$ cat src/rtl/accumulator_deskew_if.sv
// Bus bundle for accumulator_deskew: staggered column beats in, aligned rows out, status/error flags.
interface accumulator_deskew_if #(
    parameter int unsigned N_COLS     = 4,
    parameter int unsigned DATA_W     = 32,
    parameter int unsigned FIFO_DEPTH = 4
);
    localparam int unsigned ROW_W = N_COLS * DATA_W;
    localparam int unsigned LVL_W = $clog2(FIFO_DEPTH) + 1;

    logic [N_COLS-1:0] col_valid;
    logic [ROW_W-1:0]  col_data;
    logic              out_valid;
    logic              out_ready;
    logic [ROW_W-1:0]  out_data;
    logic [LVL_W-1:0]  fifo_level;
    logic [15:0]       row_count;
    logic              err_clr;
    logic              err_skew;
    logic              err_ovf;

    modport master (
        output col_valid, col_data, out_ready, err_clr,
        input  out_valid, out_data, fifo_level, row_count, err_skew, err_ovf
    );

    modport slave (
        input  col_valid, col_data, out_ready, err_clr,
        output out_valid, out_data, fifo_level, row_count, err_skew, err_ovf
    );
endinterface

$ cat src/rtl/accumulator_deskew.sv
// Deskews staggered accumulator columns into whole rows and queues them in a small valid/ready FIFO.
// Optional skew-event detection (err_skew) is enabled by defining ACC_DESKEW_SKEW_CHECK_EN.
module accumulator_deskew #(
    parameter int unsigned N_COLS     = 4,
    parameter int unsigned DATA_W     = 32,
    parameter int unsigned FIFO_DEPTH = 4
) (
    input  logic                  clk,
    input  logic                  rst_n,
    accumulator_deskew_if.slave   bus
);
    localparam int unsigned ROW_W = N_COLS * DATA_W;
    localparam int unsigned PTR_W = $clog2(FIFO_DEPTH);
    localparam int unsigned LVL_W = PTR_W + 1;

    logic [N_COLS-1:0] aligned_v;
    logic [DATA_W-1:0] aligned_d [N_COLS];
    logic [ROW_W-1:0]  aligned_row;

    // Column i is delayed by N_COLS-1-i stages so every column of a row meets at the alignment point.
    for (genvar i = 0; i < N_COLS; i++) begin : g_col
        localparam int unsigned D = N_COLS - 1 - i;
        if (D == 0) begin : g_pass
            assign aligned_v[i] = bus.col_valid[i];
            assign aligned_d[i] = bus.col_data[i*DATA_W +: DATA_W];
        end else begin : g_dly
            logic              v_q [D];
            logic [DATA_W-1:0] d_q [D];

            always_ff @(posedge clk or negedge rst_n) begin
                if (!rst_n) begin
                    for (int k = 0; k < D; k++) begin
                        v_q[k] <= 1'b0;
                        d_q[k] <= '0;
                    end
                end else begin
                    v_q[0] <= bus.col_valid[i];
                    d_q[0] <= bus.col_data[i*DATA_W +: DATA_W];
                    for (int k = 1; k < D; k++) begin
                        v_q[k] <= v_q[k-1];
                        d_q[k] <= d_q[k-1];
                    end
                end
            end

            assign aligned_v[i] = v_q[D-1];
            assign aligned_d[i] = d_q[D-1];
        end
    end

    always_comb begin
        aligned_row = '0;
        for (int i = 0; i < N_COLS; i++) begin
            aligned_row[i*DATA_W +: DATA_W] = aligned_d[i];
        end
    end

    logic [ROW_W-1:0] mem [FIFO_DEPTH];
    logic [PTR_W-1:0] wr_ptr;
    logic [PTR_W-1:0] rd_ptr;
    logic [LVL_W-1:0] level;
    logic [LVL_W-1:0] level_next;
    logic             valid_q;
    logic [15:0]      row_cnt;
    logic             ovf_q;

    logic row_full;
    logic fifo_full;
    logic pop;
    logic push;
    logic ovf_evt;

    assign row_full  = &aligned_v;
    assign fifo_full = (level == LVL_W'(FIFO_DEPTH));
    assign pop       = valid_q & bus.out_ready;
    // A full FIFO still accepts a row when the head leaves in the same cycle.
    assign push      = row_full & (~fifo_full | pop);
    assign ovf_evt   = row_full & fifo_full & ~pop;

    always_comb begin
        level_next = level;
        case ({push, pop})
            2'b10:   level_next = level + LVL_W'(1);
            2'b01:   level_next = level - LVL_W'(1);
            default: level_next = level;
        endcase
    end

    always_ff @(posedge clk or negedge rst_n) begin
        if (!rst_n) begin
            for (int k = 0; k < FIFO_DEPTH; k++) begin
                mem[k] <= '0;
            end
            wr_ptr  <= '0;
            rd_ptr  <= '0;
            level   <= '0;
            valid_q <= 1'b0;
            row_cnt <= '0;
            ovf_q   <= 1'b0;
        end else begin
            if (push) begin
                mem[wr_ptr] <= aligned_row;
                wr_ptr      <= wr_ptr + PTR_W'(1);
            end
            if (pop) begin
                rd_ptr  <= rd_ptr + PTR_W'(1);
                row_cnt <= row_cnt + 16'd1;
            end
            level   <= level_next;
            valid_q <= (level_next != '0);
            ovf_q   <= ovf_evt | (ovf_q & ~bus.err_clr);
        end
    end

`ifdef ACC_DESKEW_SKEW_CHECK_EN
    logic skew_q;
    logic partial;

    assign partial = (|aligned_v) & ~row_full;

    // Set has priority over a clear arriving in the same cycle.
    always_ff @(posedge clk or negedge rst_n) begin
        if (!rst_n) begin
            skew_q <= 1'b0;
        end else begin
            skew_q <= partial | (skew_q & ~bus.err_clr);
        end
    end

    assign bus.err_skew = skew_q;
`else
    assign bus.err_skew = 1'b0;
`endif

    assign bus.out_valid  = valid_q;
    assign bus.out_data   = mem[rd_ptr];
    assign bus.fifo_level = level;
    assign bus.row_count  = row_cnt;
    assign bus.err_ovf    = ovf_q;

endmodule

$ cat src/flat_wrapper.sv
// flat-port wrapper written by rule: the top's interface ports become plain ports
module accumulator_deskew_flat 
#(
    parameter int unsigned N_COLS     = 4,
    parameter int unsigned DATA_W     = 32,
    parameter int unsigned FIFO_DEPTH = 4
)
  (clk, rst_n, bus_col_valid, bus_col_data, bus_out_ready, bus_err_clr, bus_out_valid, bus_out_data, bus_fifo_level, bus_row_count, bus_err_skew, bus_err_ovf);
  accumulator_deskew_if #(.N_COLS(N_COLS), .DATA_W(DATA_W), .FIFO_DEPTH(FIFO_DEPTH)) bus_i ();
  input  logic clk;
  input  logic rst_n;
  input wire logic [$bits(bus_i.col_valid)-1:0] bus_col_valid;
  input wire logic [$bits(bus_i.col_data)-1:0] bus_col_data;
  input wire logic [$bits(bus_i.out_ready)-1:0] bus_out_ready;
  input wire logic [$bits(bus_i.err_clr)-1:0] bus_err_clr;
  output wire logic [$bits(bus_i.out_valid)-1:0] bus_out_valid;
  output wire logic [$bits(bus_i.out_data)-1:0] bus_out_data;
  output wire logic [$bits(bus_i.fifo_level)-1:0] bus_fifo_level;
  output wire logic [$bits(bus_i.row_count)-1:0] bus_row_count;
  output wire logic [$bits(bus_i.err_skew)-1:0] bus_err_skew;
  output wire logic [$bits(bus_i.err_ovf)-1:0] bus_err_ovf;
  assign bus_i.col_valid = bus_col_valid;
  assign bus_i.col_data = bus_col_data;
  assign bus_i.out_ready = bus_out_ready;
  assign bus_i.err_clr = bus_err_clr;
  assign bus_out_valid = bus_i.out_valid;
  assign bus_out_data = bus_i.out_data;
  assign bus_fifo_level = bus_i.fifo_level;
  assign bus_row_count = bus_i.row_count;
  assign bus_err_skew = bus_i.err_skew;
  assign bus_err_ovf = bus_i.err_ovf;
  accumulator_deskew #(.N_COLS(N_COLS), .DATA_W(DATA_W), .FIFO_DEPTH(FIFO_DEPTH)) u_core (.clk(clk), .rst_n(rst_n), .bus(bus_i));
endmodule
$ cat config.mk
export PLATFORM = sky130hd
export DESIGN_NAME = accumulator_deskew_flat
export DESIGN_NICKNAME = d
export VERILOG_FILES = /design/src/rtl/accumulator_deskew_if.sv /design/src/rtl/accumulator_deskew.sv /design/src/flat_wrapper.sv
export SDC_FILE = /design/constraint.sdc
export NUM_CORES = 1
export LEC_CHECK = 0
export CAP_MARGIN = 20
export CELL_PAD_IN_SITES_DETAIL_PLACEMENT = 1
export CELL_PAD_IN_SITES_GLOBAL_PLACEMENT = 2
export CORE_ASPECT_RATIO = 1.1
export CORE_UTILIZATION = 39
export CTS_BUF_LIST = sky130_fd_sc_hd__clkbuf_8 sky130_fd_sc_hd__clkbuf_16
export DETAILED_ROUTE_END_ITERATION = 7
export GPL_TIMING_DRIVEN = 0
export PLACE_DENSITY_LB_ADDON = 0.08
export SYNTH_ARGS = -nofsm -noshare
export SYNTH_HDL_FRONTEND = slang
export SYNTH_SLANG_ARGS = --single-unit
$ cat constraint.sdc
create_clock -name clk -period 2.2 [get_ports clk]
set_input_delay 0.66 -clock clk [delete_from_list [all_inputs] [get_ports clk]]
set_output_delay 0.66 -clock clk [all_outputs]
set_load 0.02 [all_outputs]
==> results of run 1 <==
==> timing repair <==
| item | in CTS | in global routing |
|---|---|---|
| resized for setup | 831 | 105 |
| pin swaps | 4 | 1 |
| hold buffers | 1 | 2 |
| gates cloned | 9 | 6 |
| buffers inserted | 22 | 7 |
| endpoints found under the setup margin | 408 | 193 |
| hold endpoints to repair | 22 | 30 |
==> power breakdown <==
part | switching [mW] | internal, mW | total, mW
clock | 5.44 | 8.59 | 14.0
sequential | 2.23 | 17.9 | 20.1
combinational | 8.75 | 11.5 | 20.3
==> stage by stage <==
step	setup slack [ns]	instances	utilization (%)	setup TNS (ns)
floorplan	-0.263	1539	-	-0.263
global placement	-31.85	2768	45.1	-
global route	-0.781	2967	50.8	-89.47
detailed placement	-1.49	2774	45.3	-715.28
CTS	-0.769	2953	50.1	-87.72
finish	-0.689	2967	50.8	-77.46
==> final cells by class <==
| type | instances | area (um2) | area share, % |
|---|---|---|---|
| inverter | 7 | 30.0 | 0.0824 |
| buffer | 84 | 1020 | 2.79 |
| antenna | 3 | 7.51 | 0.0206 |
| sequential | 735 | 18400 | 50.5 |
| tap | 945 | 1180 | 3.24 |
| timing repair buffer | 334 | 3810 | 10.5 |
| multi-input combinational | 711 | 9210 | 25.3 |
| clock inverter | 48 | 484 | 1.33 |
| clock buffer | 100 | 2310 | 6.34 |
==> registers in the layout, indices dropped and copies added (netlist names) <==
register and cells:
u_core.mem 512, u_core.aligned_v 2, u_core.rd_ptr 2, u_core.g_col.g_dly.d_q 128, u_core.bus.fifo_level 3, u_core.bus.err_ovf 1
u_core.aligned_d 64, u_core.bus.out_valid 1, u_core.g_col.g_dly.v_q 4, u_core.wr_ptr 2, u_core.bus.row_count 16
==> logic make-up (layout without fill, tap and decap cells) <==
family	count (synthesis)	count (layout)	share of synthesized area, %
muxes	641	641	30.6
AOI/OAI and AO/OA	3	3	0.115
other	1	4	0.0132
and+or+nand+nor	38	38	0.667
buffers and inverters	93	573	2.74
xor gates and xnor gates	21	21	0.649
adders and majority gates	7	7	0.336
DFF	735	735	64.9
==> critical path: stages (launching register included) <==
cell	delay, ns
dfrtp_2	0.40
buf_6	0.12
buf_4	0.21
clkbuf_16	0.19
mux4_2	0.54
buf_6	0.16
==> routing by layer <==
| layer | GRT usage (%) | up-vias | share of wire [%] | wire length, um |
|---|---|---|---|---|
| met5 | 0 | - | 0.14 | 93 |
| met4 | 5.68 | 14 | 1.9 | 1280 |
| met3 | 4.77 | 104 | 5.6 | 3810 |
| met2 | 30.9 | 269 | 50 | 34000 |
| met1 | 25.0 | 8058 | 42 | 28500 |
| li1 | - | 6453 | - | - |
==> path summary, 6_finish.rpt <==
kind | start | endpoint | slack, ns | cells past startpoint
min in group clk | u_core.g_col[0].g_dly.d_q[33]$_DFF_PN0_ | u_core.aligned_d[97]$_DFF_PN0_ | 0.34 | 0
min | rst_n | u_core.g_col[0].g_dly.d_q[43]$_DFF_PN0_ | 0.03 | 2
max | u_core.rd_ptr[0]$_DFFE_PN0P_ | bus_out_data[13] | -0.69 | 5
min reg2reg | u_core.g_col[0].g_dly.d_q[33]$_DFF_PN0_ | u_core.aligned_d[97]$_DFF_PN0_ | 0.34 | 0
max reg2reg | u_core.g_col[2].g_dly.v_q$_DFF_PN0_ | u_core.bus.out_valid$_DFF_PN0_ | 0.05 | 7
max in group asynchronous | rst_n | u_core.mem[90]$_DFFE_PN0P_ | 0.64 | 5
==> cell usage in the layout (no fill, tap or decap), drive strengths merged, types with 6 or more instances in the layout <==
| master | synthesis | layout |
|---|---|---|
| nand2 | 14 | 14 |
| dlygate4sd2 | 0 | 22 |
| dfrtp | 735 | 735 |
| clkdlybuf4s50 | 0 | 132 |
| bufinv | 0 | 10 |
| nand3 | 7 | 7 |
| mux4 | 128 | 128 |
| clkbuf | 13 | 118 |
| clkinv | 0 | 14 |
| mux2 | 513 | 513 |
| buf | 73 | 241 |
| xnor2 | 20 | 20 |
| ha | 6 | 6 |
| nand4 | 8 | 8 |
| inv | 7 | 30 |
==> impl_results.md, run 1 <==
- Most common flop cell mapped by yosys: dfrtp_1
- Gr ovfl total: 0
- Skew-Pair Late Insertion Delay: 0.61 ns
- DR iter-0 viols: ~550
- Kind of critical path: reg -> out
- Global Route Usage Sum: 19.0%
- Clk slew on worst S/H paths: 0.06 ns
- Worst Path Required: 1.54 ns
- Core Region: 71,800 um2
- Starting Density: approximately two fifths
- Hpwl dp: 42.2 mm
- Top Ports: 286
- Die ar.: about 74,000 um2
- Failing checks: negative setup slack
- Asr flop ratio synth: 100%
- Clock Path Buffers: 3
- Largest area contributor in the netlist: dfrtp_1
- Worst hold slack: ~0.026 ns
- Largest net degree at the start of global routing: 119
- Top cells by area, synth: dfrtp_1, mux2_2, mux4_2
- Filler cells: 6,568
- Max Freq: 346 MHz
- Final min period: about 2.9 ns
- DRC errors left: 0
- HP Class: in -> async
- Sequential fraction of the synthesis area: 64.9%
- Hold Violations, Final: 0
- DIE WIDTH: ~260 um
- CP max FO: 5
- First-pass DRT Iterations: 4
- Row count: 103
- Area share of the largest cell type after synthesis: 64.9%
- Synth Cell Area: 28,300 um2
- Initial antenna violation count: 10
- Setup violators final: 128
- Mapped Avg Cell Area: 18.4 um2
- Finished Cell Area: approximately 36,000 um2
- Root buf cell: clkbuf_16
- Max-Cap Viols: 0
- CTS Buf Count: 81
- Post-synth EDFFs: 0
- Worst-Margin Slew: 0.796 ns
- Setup crit start kind: flip-flop
- CTS Sinks: 735
- Area post-placement: roughly 33,000 um2
- GP Congestion: 0.707
- Syn Inst Count: 1,539
- Detail Route Antenna Nets: 0
- Vias in the first global route: 17.3k
- Top cells by count, synth: dfrtp_1, mux2_2, mux4_2
- Syn Nets: approximately 1.7k
- FF+latch count, synth: 735
- Max Slew Vio Count: 0
- Final net count: 2,097
- Fin crit share: 131%
- Slew HR: 46.4%
- Ys Warns: 0
- Critical path capture point type: output port
- Area grow syn2layout: 28.7%
- RSZ-0062 raised after global routing: true
- Layout Skew: 0.0188 ns
- DR WL/cell: 22.8 um
- Worst vdd ir: 614 uV
- Synth unique cells: 27
- Pleak: approximately 17 nW
- H-tree depth: 3
- Power per standard cell area: 1490 nW/um2
- First-pass GRT wire length: 107 mm
- Share of post-route cells with drive strength above 1: 51.8%
- Cell with the most instances after synthesis: dfrtp_1
- Via count: ~15k
- Setup ws final: -0.689 ns
- Number of vias per cell: 5.02
- Design Power: between 50 and 60 mW
- CTS tree: done
- Port bufs: 284
- Vert. Die Dim: 285 um
- Status: finished, violations left
- Worst Path Arrival: 2.23 ns
- Total Routed Length: between 60 and 70 mm
No activity file was read; power rests on OpenSTA's default activity.
==> run 2, diff against run 1 <==
--- a/config.mk
+++ b/config.mk
@@ -13,7 +13,9 @@
 export CTS_BUF_LIST = sky130_fd_sc_hd__clkbuf_8 sky130_fd_sc_hd__clkbuf_16
 export DETAILED_ROUTE_END_ITERATION = 7
 export GPL_TIMING_DRIVEN = 0
-export PLACE_DENSITY_LB_ADDON = 0.08
+export PLACE_DENSITY_LB_ADDON = 0.1
+export SKIP_LAST_GASP = 1
+export SLEW_MARGIN = 20
 export SYNTH_ARGS = -nofsm -noshare
 export SYNTH_HDL_FRONTEND = slang
 export SYNTH_SLANG_ARGS = --single-unit
==> impl_results.md, run 2 (synthesis results as in run 1) <==
- CTS tree: done
- Detail Route Antenna Nets: 0
- CTS Buf Count: 79
- Power per standard cell area: 1480 nW/um2
- Area grow syn2layout: 27.5%
- Vias in the first global route: between 15k and 20k
- Commonest non-fill, non-tap cells in the layout: dfrtp_1, mux2_2, buf_6, clkdlybuf4s50_1, mux4_2
- Int Pwr: 37.1 mW
- Sw frac: 30.5%
- Largest net degree at the start of global routing: 103
- Reg2Reg Depth: 7
- Finished Cell Area: approximately 36,000 um2
- Hpwl dp: 42.5 mm
- Status: finished, violations left
- Final min period: 2.95 ns
- Fin crit share: 134%
- CTS Sinks: 735
- Setup crit start kind: flip-flop
- Hold Violations, Final: 13
- Layout Skew: between 0.015 and 0.02 ns
- Starting Density: 39.5%
- Critical path's top delay family: buffers and inverters
- First-pass GRT wire length: 105 mm
- Filler cells: 6,587
- Clk slew on worst S/H paths: 0.06 ns
- DRC errors left: 0
- Seq pwr share: 37.7%
- Largest register FFs: 512
- Slew HR: between 40% and 50%
- Core Util, Final: 50.3%
- DIE WIDTH: 259 um
- Global Route Usage Sum: 18.6%
- HP Class: in -> async
- Max-Cap Viols: 0
- Crit Reg-Reg Startpoint: u_core.aligned_v[0]$_DFF_PN0_
- Critical path capture point type: output port
- Area post-placement: 32,600 um2
- Worst hold slack: -0.0255 ns
- Top Ports: 286
- Max Freq: 339 MHz
- DR WL/cell: ~23 um
- Max stage delay on crit path: 0.46 ns
- Share of post-route cells with drive strength above 1: about half
- Worst Path Required: around 1.5 ns
- Die ar.: about 74,000 um2
- RSZ-0062 raised after global routing: true
- GP Congestion: a little over 0.7
- Via count: approximately 15k
- Commonest non-fill, non-tap cell in the layout: dfrtp_1
- Initial antenna violation count: 8
- Final net count: approximately 2.1k
- Post-Layout Cell Count: 2,948
- Worst Path Arrival: between 2 and 2.5 ns
- Master of the slowest instance on the critical path: mux4_2
- Setup violators final: about 130
- Crit. Startpoint: u_core.rd_ptr[0]$_DFFE_PN0P_
- First-pass DRT Iterations: 4
- Kind of critical path: reg -> out
- Dpl cells: 2,775
- Number of vias per cell: 5.05
- Failing checks: negative hold slack, negative setup slack
- Setup ws final: -0.747 ns
- Clock power share: between 20% and 30%
- CP max FO: 5
- Buf+Inv Stages, Crit Path: 6
- N_diodes: 0
- Logic pwr share: 37.2%
- Design Power: 53.4 mW
- Root buf cell: clkbuf_16
- Skew-Pair Late Insertion Delay: 0.61 ns
- Most flops, register: u_core.mem
- CP cell instances: buf_12, buf_8, buf_12, buf_16, buf_6, mux4_2, buf_6
- Max Slew Vio Count: 0
- DR iter-0 viols: 492
- Port bufs: 284
- Critical Path Stages: 7
- Worst vdd ir: between 800 and 900 uV
- Pleak: 16.9 nW
- Switching power: 16.3 mW
- H-tree depth: 3
- Row count: 103
- Worst-Margin Slew: 0.760 ns
- Core Region: about 72,000 um2
- Total Routed Length: 67.4 mm
- Vert. Die Dim: 285 um
- Clock Path Buffers: 3
- Gr ovfl total: 0
==> run 2: final timing paths <==
kind | end | slack, ns
setup / recovery | bus_out_data[25] | -0.75
hold reg to reg | u_core.g_col[0].g_dly.d_q[46]$_DFF_PN0_ | 0.34
hold / removal | u_core.mem[408]$_DFFE_PN0P_ | -0.03
max in group asynchronous | u_core.g_col[1].g_dly.d_q[62]$_DFF_PN0_ | 0.37
setup reg to reg | u_core.bus.out_valid$_DFF_PN0_ | 0.02
min in group clk | u_core.g_col[0].g_dly.d_q[46]$_DFF_PN0_ | 0.34
==> run 2: area by class of cell <==
class | count | area [um2] | area share, %
repair buffers | 326 | 3580 | 9.92
inverters | 7 | 30.0 | 0.0831
flip-flops and latches | 735 | 18400 | 50.9
well taps | 945 | 1180 | 3.27
plain buffers | 85 | 1070 | 2.97
multi-input cells | 711 | 9210 | 25.5
clock buffers | 101 | 2310 | 6.40
clock inverters | 38 | 339 | 0.939
==> run 2: metal layers <==
metal	GRT usage, %	part of all wire [%]	vias to the layer above
met3	4.90	5.7	97
met5	0	0.15	-
met4	5.72	2.1	16
met2	30.9	50	254
met1	23.8	42	8071
li1	-	-	6442
==> run 2: repair_timing <==
| item | 4_1_cts | 5_1_grt |
|---|---|---|
| setup endpoints to repair | 150 | 352 |
| hold endpoints to repair | 0 | 0 |
| buffers inserted | 7 | 16 |
| gates resized for setup | 351 | 508 |
| gates cloned | 2 | 12 |
| pin swaps | 0 | 5 |
| hold buffers | 0 | 0 |
==> run 2: stage by stage <==
stage / setup TNS, ns / setup slack, ns
after detailed placement: -499.94 / -1.45
after CTS: -110.11 / -0.922
after floorplan: -0.263 / -0.263
after global routing: -92.90 / -0.819
final: -81.79 / -0.747
after global placement: - / -32.03
==> run 2: power groups by stage <==
| stage | registers (mW) | logic [mW] | clock network, mW |
|---|---|---|---|
| finish | 20.1 | 19.8 | 13.4 |
| CTS | 20.1 | 18.2 | 13.9 |
| global placement | 20.2 | 18.0 | 0 |
| floorplan | 19.6 | 11.3 | 0 |
| global route | 20.7 | 21.2 | 14.4 |
| detailed placement | 20.3 | 18.4 | 0 |
